**src/rtl/cpu_subsys_fetch.sv**
```systemverilog
// Sequential instruction prefetcher between the core fetch stage and a pipelined instruction memory port.
// Optional macro CPU_SUBSYS_FETCH_BYPASS_EN forwards a response straight to the core when the FIFO is empty.
module cpu_subsys_fetch #(
    parameter logic [31:0] RESET_PC = 32'h0000_0000,
    parameter int unsigned DEPTH    = 4
) (
    input  logic        clk,
    input  logic        rst,
    input  logic        redirect_valid,
    input  logic [31:0] redirect_pc,
    output logic        instr_valid,
    input  logic        instr_ready,
    output logic [31:0] instr_data,
    output logic [31:0] instr_pc,
    output logic        mem_valid,
    output logic [29:0] mem_addr,
    output logic        mem_write,
    output logic [31:0] mem_wdata,
    output logic [3:0]  mem_wstrb,
    input  logic [31:0] mem_rdata,
    input  logic        mem_ready
);
    localparam int unsigned PW  = $clog2(DEPTH);
    localparam int unsigned CW  = PW + 1;
    localparam int unsigned CRW = CW + 1;
    localparam logic [CRW-1:0] DEPTH_C = CRW'(DEPTH);

    typedef enum logic [0:0] {
        FETCH = 1'b0,
        STALL = 1'b1
    } state_e;

    state_e          state_q, state_d;
    logic [31:0]     fetch_pc_q, fetch_pc_d;
    logic [31:0]     req_pc_q, req_pc_d;
    logic            inflight_q, inflight_d;
    logic            drop_q, drop_d;
    logic [CW-1:0]   count_q, count_d;
    logic [PW-1:0]   wr_ptr_q, wr_ptr_d;
    logic [PW-1:0]   rd_ptr_q, rd_ptr_d;
    logic [31:0]     fifo_pc_q [DEPTH];
    logic [31:0]     fifo_pc_d [DEPTH];
    logic [31:0]     fifo_data_q [DEPTH];
    logic [31:0]     fifo_data_d [DEPTH];

    logic            push_s;
    logic            pop_s;
    logic            bypass_s;
    logic            fifo_push_s;
    logic            fifo_pop_s;
    logic [CRW-1:0]  credit_s;
    logic            credit_ok_s;

    // A response is kept only if it answers a live request and no redirect is killing it.
    assign push_s      = mem_ready && inflight_q && !drop_q && !redirect_valid;
    assign pop_s       = instr_valid && instr_ready;
    assign fifo_push_s = push_s && !(bypass_s && instr_ready);
    assign fifo_pop_s  = pop_s && (count_q != {CW{1'b0}});
    assign credit_s    = CRW'(count_q) + CRW'(inflight_q) - CRW'(pop_s);
    assign credit_ok_s = credit_s < DEPTH_C;

    assign mem_write = 1'b0;
    assign mem_wdata = 32'h0000_0000;
    assign mem_wstrb = 4'h0;

    // Core-facing stream: FIFO head, or the live response when bypass is built in.
    always_comb begin
        instr_valid = (count_q != {CW{1'b0}}) && !redirect_valid;
        instr_data  = fifo_data_q[rd_ptr_q];
        instr_pc    = fifo_pc_q[rd_ptr_q];
        bypass_s    = 1'b0;
`ifdef CPU_SUBSYS_FETCH_BYPASS_EN
        if ((count_q == {CW{1'b0}}) && push_s) begin
            bypass_s    = 1'b1;
            instr_valid = 1'b1;
            instr_data  = mem_rdata;
            instr_pc    = req_pc_q;
        end else begin
            bypass_s    = 1'b0;
        end
`endif
    end

    // Next-state logic: STALL while every FIFO slot is already claimed.
    always_comb begin
        state_d = state_q;
        if (redirect_valid) begin
            state_d = FETCH;
        end else begin
            case (state_q)
                FETCH: begin
                    if (!credit_ok_s) begin
                        state_d = STALL;
                    end else begin
                        state_d = FETCH;
                    end
                end
                STALL: begin
                    if (pop_s && credit_ok_s) begin
                        state_d = FETCH;
                    end else begin
                        state_d = STALL;
                    end
                end
                default: state_d = FETCH;
            endcase
        end
    end

    // Request issue; in STALL only a pop this cycle can free a slot.
    always_comb begin
        mem_valid = 1'b0;
        if (rst || redirect_valid) begin
            mem_valid = 1'b0;
        end else begin
            case (state_q)
                FETCH:   mem_valid = credit_ok_s;
                STALL:   mem_valid = pop_s && credit_ok_s;
                default: mem_valid = 1'b0;
            endcase
        end
        mem_addr = mem_valid ? fetch_pc_q[29:0] : 30'h0000_0000;
    end

    // Fetch PC, response tracking and FIFO bookkeeping.
    always_comb begin
        fetch_pc_d  = fetch_pc_q;
        req_pc_d    = req_pc_q;
        inflight_d  = mem_valid;
        drop_d      = redirect_valid && inflight_q;
        count_d     = count_q + CW'(fifo_push_s) - CW'(fifo_pop_s);
        wr_ptr_d    = fifo_push_s ? (wr_ptr_q + PW'(1'b1)) : wr_ptr_q;
        rd_ptr_d    = fifo_pop_s ? (rd_ptr_q + PW'(1'b1)) : rd_ptr_q;
        fifo_pc_d   = fifo_pc_q;
        fifo_data_d = fifo_data_q;
        if (fifo_push_s) begin
            fifo_pc_d[wr_ptr_q]   = req_pc_q;
            fifo_data_d[wr_ptr_q] = mem_rdata;
        end else begin
            fifo_pc_d[wr_ptr_q]   = fifo_pc_q[wr_ptr_q];
            fifo_data_d[wr_ptr_q] = fifo_data_q[wr_ptr_q];
        end
        if (redirect_valid) begin
            fetch_pc_d = redirect_pc & 32'hFFFF_FFFC;
            count_d    = {CW{1'b0}};
            wr_ptr_d   = {PW{1'b0}};
            rd_ptr_d   = {PW{1'b0}};
        end else if (mem_valid) begin
            fetch_pc_d = fetch_pc_q + 32'd4;
            req_pc_d   = fetch_pc_q;
        end else begin
            fetch_pc_d = fetch_pc_q;
        end
    end

    // State registers with synchronous reset.
    always_ff @(posedge clk) begin
        if (rst) begin
            state_q    <= FETCH;
            fetch_pc_q <= RESET_PC;
            req_pc_q   <= 32'h0000_0000;
            inflight_q <= 1'b0;
            drop_q     <= 1'b0;
            count_q    <= {CW{1'b0}};
            wr_ptr_q   <= {PW{1'b0}};
            rd_ptr_q   <= {PW{1'b0}};
            for (int i = 0; i < DEPTH; i++) begin
                fifo_pc_q[i]   <= 32'h0000_0000;
                fifo_data_q[i] <= 32'h0000_0000;
            end
        end else begin
            state_q     <= state_d;
            fetch_pc_q  <= fetch_pc_d;
            req_pc_q    <= req_pc_d;
            inflight_q  <= inflight_d;
            drop_q      <= drop_d;
            count_q     <= count_d;
            wr_ptr_q    <= wr_ptr_d;
            rd_ptr_q    <= rd_ptr_d;
            fifo_pc_q   <= fifo_pc_d;
            fifo_data_q <= fifo_data_d;
        end
    end

endmodule

```
**config.mk**
```make
export PLATFORM = sky130hd
export DESIGN_NAME = cpu_subsys_fetch
export DESIGN_NICKNAME = d
export VERILOG_FILES = /design/src/rtl/cpu_subsys_fetch.sv
export SDC_FILE = /design/constraint.sdc
export NUM_CORES = 1
export LEC_CHECK = 0
export CORE_MARGIN = 3
export CORE_UTILIZATION = 50
export DETAILED_ROUTE_END_ITERATION = 8
export PLACE_DENSITY = 0.85
export SETUP_SLACK_MARGIN = 0.4
export SLEW_MARGIN = 20
export SYNTH_ARGS = -nofsm -noshare
export SYNTH_HDL_FRONTEND = slang
export SYNTH_SLANG_ARGS = --single-unit
```
**constraint.sdc**
```tcl
create_clock -name clk -period 3.3 [get_ports clk]
set_clock_uncertainty 0.15 [all_clocks]
set_input_delay 0.66 -clock clk [delete_from_list [all_inputs] [get_ports clk]]
set_output_delay 0.66 -clock clk [all_outputs]
set_load 0.03 [all_outputs]
```
==> flow_metrics.env <==
export IMPL_status="finished with violations"
export IMPL_violations="setup timing"
export IMPL_maxSlewViolCount=0
export IMPL_max_freq_mhz=271
export IMPL_port_buffers=160
export IMPL_synth_main_ff_cell="dfxtp_1"
export IMPL_hold_buffers=0
export IMPL_grt_max_degree=225
export IMPL_cts_tree="yes"
export IMPL_synth_top_cell_area_share=0.411
export IMPL_row_count=64
export IMPL_worst_slew_pin_slew_ns=1.18
export IMPL_path_delay_family="buffers and inverters"
export IMPL_route_final_wire_length_um=46400
export IMPL_syn_area_um2=15900
export IMPL_dpl_cell_area_um2=18100
export IMPL_vias_per_cell=6.33
export IMPL_setup_viol=29
export IMPL_p_leak_nw=7.02
export IMPL_finalHoldViolCount=0
export IMPL_final_setup_worst_slack_ns=-0.388
export IMPL_worstPathMaxFanout=7
export IMPL_max_stage_delay_ns=0.36
export IMPL_worst_setup_path_type="flop to output pin"
export IMPL_drtIter0Drc=1329
export IMPL_globalplace_congestion=0.873
export IMPL_start_util=0.513
export IMPL_grtUsageTotal=0.258
export IMPL_io_pins=202
export IMPL_instances_no_fill=2171
export IMPL_crit_slowest_cell="dfxtp_4"
export IMPL_dieHeight_um=184
export IMPL_fin_nets=1830
export IMPL_p_per_area_nw_per_um2=447
export IMPL_critPathLaunchType="flop"
export IMPL_synth_most_common_cell="dfxtp_1"
export IMPL_drc=0
export IMPL_root_buffer="clkbuf_16"
export IMPL_grt_overflow=0
export IMPL_async_flop_share=0
export IMPL_cts_reportedPaths_clkPinSlew_ns=0.06
export IMPL_fill_cells=2199
export IMPL_yosysWarnings=0
export IMPL_clk_path_buf_depth=3
export IMPL_fin_crit_ns=3.69
export IMPL_yosysSeqAreaShare=0.411
export IMPL_cpMostUsedCell="inv_4"
export IMPL_crit_chain="nor3_4 > nor2_2 > ha_2 > inv_2 > ha_4 > and3b_2 > o21a_4 > o2111ai_4 > inv_4 > buf_16 > buf_12 > nand2_4 > inv_4 > buf_6"
export IMPL_relSlewSlack=0.213
export IMPL_die_w_um=184
export IMPL_finalSetupTns_ns=-9.62
export IMPL_dieArea_um2=33900
export IMPL_hold_class="flop to flop"
export IMPL_final_util=0.650
export IMPL_vias=13700
export IMPL_dp_hpwl_um=26300
export IMPL_dr_pass1_iters=8
export IMPL_stdcell_area_um2=20100
export IMPL_cts_inserted_buffers=36
export IMPL_grt_pass1_wl_um=71300
export IMPL_synthTopCellsByArea="dfxtp_1 (41%), mux4_2 (18%), a211oi_1 (12%), nor2_1 (6.7%), mux2i_1 (4.4%)"
export IMPL_endpoint_kind="output pin"
export IMPL_required_ns=2.49
export IMPL_diodes=0
export IMPL_ys_seq_elements=326
export IMPL_cp_num_buf_inv=6
export IMPL_p_total_mw=8.98
export IMPL_place_inst=2072
export IMPL_fp_coreArea_um2=30900
export IMPL_synth_edff_count=0
export IMPL_synthToLayoutAreaGrowth_pct=26.6
export IMPL_grt_pass1_vias=13500
export IMPL_rsz0062_at_grt="yes"
export IMPL_htreeDepth=2
export IMPL_ant_nets=0
export IMPL_avgSynthCellArea_um2=10.0
export IMPL_synth_common_cells="dfxtp_1 (326), nor2_1 (285), a211oi_1 (249)"
export IMPL_wl_per_cell_um=21.4
export IMPL_synthCells=1584
export IMPL_antenna_found_initial=0
export IMPL_max_cap_violations=0
export IMPL_synth_distinct_cells=61
export IMPL_cts_sinks=326
export IMPL_fin_crit_sh=1.12
export IMPL_arrival_ns=2.88
export IMPL_yosys_area_top_type="dfxtp_1"
export IMPL_drive_gt1_frac=0.273
export IMPL_vdd_drop_max_mv=0.491
export IMPL_insertion_delay_ns=0.51
cells by family after synthesis:
group,Yosys count,share of synthesized area
AOI/OAI and AO/OA,338,0.157
adders and majority gates,11,0.00915
muxes,198,0.226
buffers and inverters,237,0.0674
xor gates and xnor gates,4,0.00221
DFF,326,0.411
other,1,0.000236
and+or+nand+nor,469,0.127
power breakdown:
group / leakage [nW] / switching (mW) / internal, mW
Combinational: 3.80 / 0.488 / 0.356
Clock: 0.585 / 1.62 / 2.41
Sequential: 2.64 / 0.0876 / 4.01
timing repair:
action,CTS,global route
cloned,6,4
setup buffers,15,11
gates resized for setup,242,75
pin swaps,7,41
endpoints found under the setup margin,128,81
path summary, 6_finish.rpt:
check | startpoint | endpoint | slack (ns) | cells past startpoint
hold reg to reg | req_pc_q[12] | req_pc_q[12] | 0.32 | 2
hold / removal | req_pc_q[12] | req_pc_q[12] | 0.32 | 2
setup reg to reg | count_q[1] | fetch_pc_q[31] | 0.16 | 13
setup / recovery | count_q[1] | mem_addr[5] | -0.39 | 14
worst reg2reg max path, delay by kind of cell (launching register included):
family                     cells  cell delay (ns)
and+or+nand+nor                5             1.25
buffers and inverters          4             0.52
AOI/OAI and AO/OA              2             0.40
DFF                            1             0.36
adders and majority gates      2             0.36
layout by cell type (no fill, tap or decap), types with 9 or more instances in the layout:
cell / instances
buf_6: 29
clkbuf_16: 44
mux2i_1: 70
mux4_2: 128
nand2_4: 13
clkdlybuf4s50_1: 63
buf_12: 20
a211oi_1: 249
buf_4: 85
dlygate4sd2_1: 21
inv_1: 20
conb_1: 39
a21oi_1: 30
dfxtp_1: 320
nor2_1: 284
nand2_1: 73
buf_2: 20
nand2_2: 15
inv_2: 24
a31oi_1: 9
clkbuf_2: 14
nand3_1: 16
metrics by stage:
stage | setup slack [ns] | hold slack [ns]
after floorplan | 0.0426 | 0.273
after global placement | -0.473 | 0.300
after detailed placement | -0.540 | 0.301
after CTS | -0.347 | 0.309
after global routing | -0.443 | 0.337
final | -0.388 | 0.321
state kept, by name, summed over array words and instances, names as in the netlist:
signal and cells:
drop_q 1, inflight_q 1, fetch_pc_q 30, rd_ptr_q 2
fifo_data_q 128, req_pc_q 30, count_q 3, fifo_pc_q 128
wr_ptr_q 2, state_q 1
area by class of cell:
cell class,count,area [µm²],share of cell area
Clock buffer,55,1120,0.0556
Tap cell,396,495,0.0247
Multi-Input combinational cell,1059,8840,0.440
Sequential cell,326,6550,0.326
Clock inverter,8,81.3,0.00405
Inverter,51,206,0.0103
Timing Repair Buffer,276,2800,0.139
metal layers:
layer,up-vias,global-route usage,share of wire
li1,6157,-,-
met1,6674,0.338,0.39
met2,732,0.426,0.49
met3,179,0.0369,0.074
met4,0,0.119,0.046
met5,-,0,0
Power figures use the tool's default switching activity.
